==> src/rtl/half_adder.sv <==
// Registered multi-lane half adder: per-lane sum/carry with one-cycle latency.
// Optional lane-carry counter is enabled by defining HALF_ADDER_CARRY_CNT_EN.
module half_adder #(
  parameter int WIDTH = 1
) (
  input  logic             clk,
  input  logic             rst,
  input  logic [WIDTH-1:0] a,
  input  logic [WIDTH-1:0] b,
  input  logic             in_valid,
  output logic [WIDTH-1:0] s,
  output logic [WIDTH-1:0] c,
  output logic             out_valid
`ifdef HALF_ADDER_CARRY_CNT_EN
  ,
  output logic [15:0]      carry_cnt
`endif
);

  // Valid semantics: no backpressure. a/b are consumed on every rising edge
  // with in_valid=1; out_valid is high for exactly the cycle after each
  // consumed input, while s/c keep the last result until the next one.

  logic [WIDTH-1:0] sum_next;
  logic [WIDTH-1:0] carry_next;

  assign sum_next   = a ^ b;
  assign carry_next = a & b;

  always_ff @(posedge clk) begin
    if (rst) begin
      s         <= '0;
      c         <= '0;
      out_valid <= 1'b0;
    end else begin
      out_valid <= in_valid;
      if (in_valid) begin
        s <= sum_next;
        c <= carry_next;
      end
    end
  end

`ifdef HALF_ADDER_CARRY_CNT_EN
  // Seven bits covers the largest lane count (64).
  logic [6:0]  lane_cnt;
  logic [16:0] cnt_sum;

  always_comb begin
    lane_cnt = '0;
    for (int i = 0; i < WIDTH; i++) begin
      lane_cnt = lane_cnt + 7'(carry_next[i]);
    end
    cnt_sum = {1'b0, carry_cnt} + 17'(lane_cnt);
  end

  always_ff @(posedge clk) begin
    if (rst) begin
      carry_cnt <= '0;
    end else if (in_valid) begin
      carry_cnt <= cnt_sum[16] ? 16'hFFFF : cnt_sum[15:0];
    end
  end
`endif

  // A lane can never produce sum and carry together.
  sum_carry_exclusive: assert property (@(posedge clk) (s & c) == '0);

endmodule

==> config.mk <==
export PLATFORM = sky130hd
export DESIGN_NAME = half_adder
export DESIGN_NICKNAME = d
export VERILOG_FILES = /design/src/rtl/half_adder.sv
export SDC_FILE = /design/constraint.sdc
export NUM_CORES = 1
export LEC_CHECK = 0
export ABC_AREA = 1
export CAP_MARGIN = 25
export CORE_AREA = 2 2 39 41
export DETAILED_ROUTE_END_ITERATION = 8
export DIE_AREA = 0 0 41 43
export PLACE_DENSITY = 0.33
export SLEW_MARGIN = 20
export SYNTH_ARGS = -nofsm -noshare
export SYNTH_HDL_FRONTEND = slang
export SYNTH_SLANG_ARGS = --single-unit
export TNS_END_PERCENT = 20
==> constraint.sdc <==
create_clock -name clk -period 0.8 [get_ports clk]
set_clock_uncertainty 0.1 [all_clocks]
set_input_delay 0.16 -clock clk [delete_from_list [all_inputs] [get_ports clk]]
set_output_delay 0.16 -clock clk [all_outputs]
set_load 0.05 [all_outputs]
Yosys cells after proc, flatten, opt, wreduce, memory -nomap -nowiden --
Cells that the tools add are included.
Storage, ports and cells: output and inout port bits 3, register bits 3, bits of input ports 5
Operators by class: bitwise logic cells 2
Operators with widths (number):
- bitwise AND 1 bit | 1
- XOR 1 bit | 1

Depth between registers and ports, before layout --
depth after elaboration 1, gate-level depth with buffers 5, depth with buffers taken out 5

Worst setup path before layout --
No wires, ideal clock.
path type reg-to-reg, start point register, netlist name c, end point register c, cell stages (with the launch flop) 3, slack -158 ps, buffers on the path 0, clock period less this slack 958 ps, data required time 636 ps, arrival time 794 ps, setup time 64 ps, cells stage by stage dfxtp_1 -> nor2_1 -> nor2_1
RTL lines:
- to (signal assigned) | line 39 | c <= carry_next;
- to (decl) | line 12 | output logic [WIDTH-1:0] c,

Worst setup path in the final report --
start point register s, end point output s
RTL lines:
- from (decl) | line 11 | output logic [WIDTH-1:0] s,
- from (signal assigned) | line 38 | s <= sum_next;
No word-level cell between the ends.

==> impl_metrics.tcl <==
set metrics [dict create \
    worstPathRequired_ns 0.54 \
    viasPerCell 3.00 \
    mostFrequentLayoutCells "nor2_1 (5), inv_1 (4), nand2_1 (4)" \
    avgSynthCellArea_sq_um 7.14 \
    fillCellCount 159 \
    syn_area_sq_um 121 \
    multi_input_area_sq_um 46.3 \
    synthCells 17 \
    grt_usage 0.0612 \
    antenna_found_initial 0 \
    dieArea_sq_um 1760 \
    final_common_cell "nor2_1" \
    crit_buf_inv 1 \
    path_cells "buf_12" \
    post-route-period-util 1.21 \
    ant_nets 0 \
    finalWorstSetupSlack_ns -0.170 \
    max_freq_ghz 1.03 \
    ys_ff_latch 3 \
    slew_viol_final 0 \
    grt_pass1_wl_um 565 \
    hp-class "primary input to flop" \
    hold_viol_final 0 \
    outcome "complete, but fails checks" \
    seq_area_frac_synth 0.495 \
    vdd_drop_max_uv 264 \
    numCtsBuffers 3 \
    dp_hpwl_um 222 \
    seqCellArea_sq_um 63.8 \
    powerDensity_nw_per_um2 2060 \
    setup_viol 4 \
    ys_warn_count 0 \
    vias 132 \
    cts_max_level 1 \
    wl_um 292 \
    cts_tree "done" \
    holdBufCountCts 0 \
    leakagePower_nw 0.135 \
    failed_checks "setup timing" \
    endpoint_kind "output port" \
    highest_layer "met4" \
    critPathArrivalTime_ns 0.71 \
    fin_crit_ns 0.970 \
    wl_per_cell_um 6.64 \
    startpoint_type "flop" \
    cts_setup_buffers 0 \
    drc 0 \
    layout-drive-gt1-share 0.321 \
    path_max_fanout 2 \
    crit_family "flip-flops" \
    initial_utilization 0.0877 \
    num_io_pins 8 \
    worstMarginPinSlew_ns 0.172 \
    clockBufferDepth 2 \
    critPathKind "flop to output port" \
    core-area_sq_um 1380 \
    wirelength_met1_um 115 \
    postPlaceCellArea_sq_um 243 \
    max_stage_delay_ns 0.34 \
    fin_area_sq_um 268 \
    grt_pass1_vias 161 \
    nets 35 \
    wl_met3_um 62 \
    hp-start "in_valid" \
    area_growth_pct 121 \
    drv_cap 0 \
    place_congestion 0.541 \
    setup.worst_path.start "s" \
    clockRootBuffer "clkbuf_4" \
    syn_nets 23 \
    rsz0062_at_grt "true" \
    rr_startpoint "c" \
    cts.clk_slew.worst_paths_ns 0.04 \
    drtPass1Iterations 2 \
    insertion_delay_ns 0.23 \
    timing.hold.ws_ns 0.246 \
    fin_util 0.193 \
    grt-ovfl-total 0 \
    slowest_stage "dfxtp_2" \
    n_antenna_cell 0 \
    wl_met2_um 89 \
    grt_max_degree 6 \
    synth.distinct_cells 5 \
    clock-sinks 3 \
    place_ws_ns -0.473 \
    die_w_um 41 \
    slew_headroom 0.885 \
    rows 14 \
    first_iter_violations 3 \
    die_h_um 43 \
    portBuffers 7 \
]
[power breakdown]
group	total (mW)	internal, mW	switching, mW
combinational	0.114	0.0576	0.0566
clock	0.267	0.187	0.0797
sequential	0.172	0.163	0.00919
[registers in the layout, summed over array words and instances (netlist names)]
register / cells
c: 1
s: 1
out_valid: 1
[synth_stat cells]
cell     number  share of area
nor2_1        5           0.15
inv_1         4           0.12
nand2_1       4           0.12
dfxtp_1       3           0.49
ha_1          1           0.10
[path summary, 6_finish.rpt]
| kind | endpoint | slack, ns | cells after the start |
|---|---|---|---|
| max | s | -0.17 | 1 |
| min | out_valid | 0.25 | 3 |
| max reg2reg | c | 0.13 | 2 |
| min reg2reg | s | 0.39 | 2 |
[per-layer routing]
layer	vias to the layer above	GRT usage
met2	10	0.0594
li1	69	-
met3	4	0.0681
met5	-	0
met4	0	0.100
met1	49	0.0449
[final cells by class]
class,count,area share
inverters,4,0.0561
multi-input cells,10,0.173
well taps,16,0.0748
repair buffers,7,0.360
flip-flops and latches,3,0.238
clock buffers,4,0.0981
[cells by family after synthesis]
| family | after synthesis | share of synthesized area |
|---|---|---|
| buffers and inverters | 4 | 0.124 |
| AND/OR/NAND/NOR | 9 | 0.278 |
| adder cells (fa/ha/maj) | 1 | 0.103 |
| flip-flops | 3 | 0.495 |
[repair_timing]
item,in CTS,in global routing
pin swaps,1,0
resized for setup,5,0
endpoints found under the setup margin,5,4
[through the flow]
step	instances	TNS [ns]	total power, mW
finish	44	-0.524	0.553
CTS	44	-0.561	0.566
global placement	40	-1.04	0.292
global route	44	-0.680	0.600
floorplan	17	-0.246	0.222
detailed placement	40	-1.06	0.293
[worst reg2reg max path, cell delays in order, from the launching register on]
cell and delay [ns]:
dfxtp_2 0.32, nor2_1 0.09, nor2_1 0.05
Power figures use the tool's default switching activity.
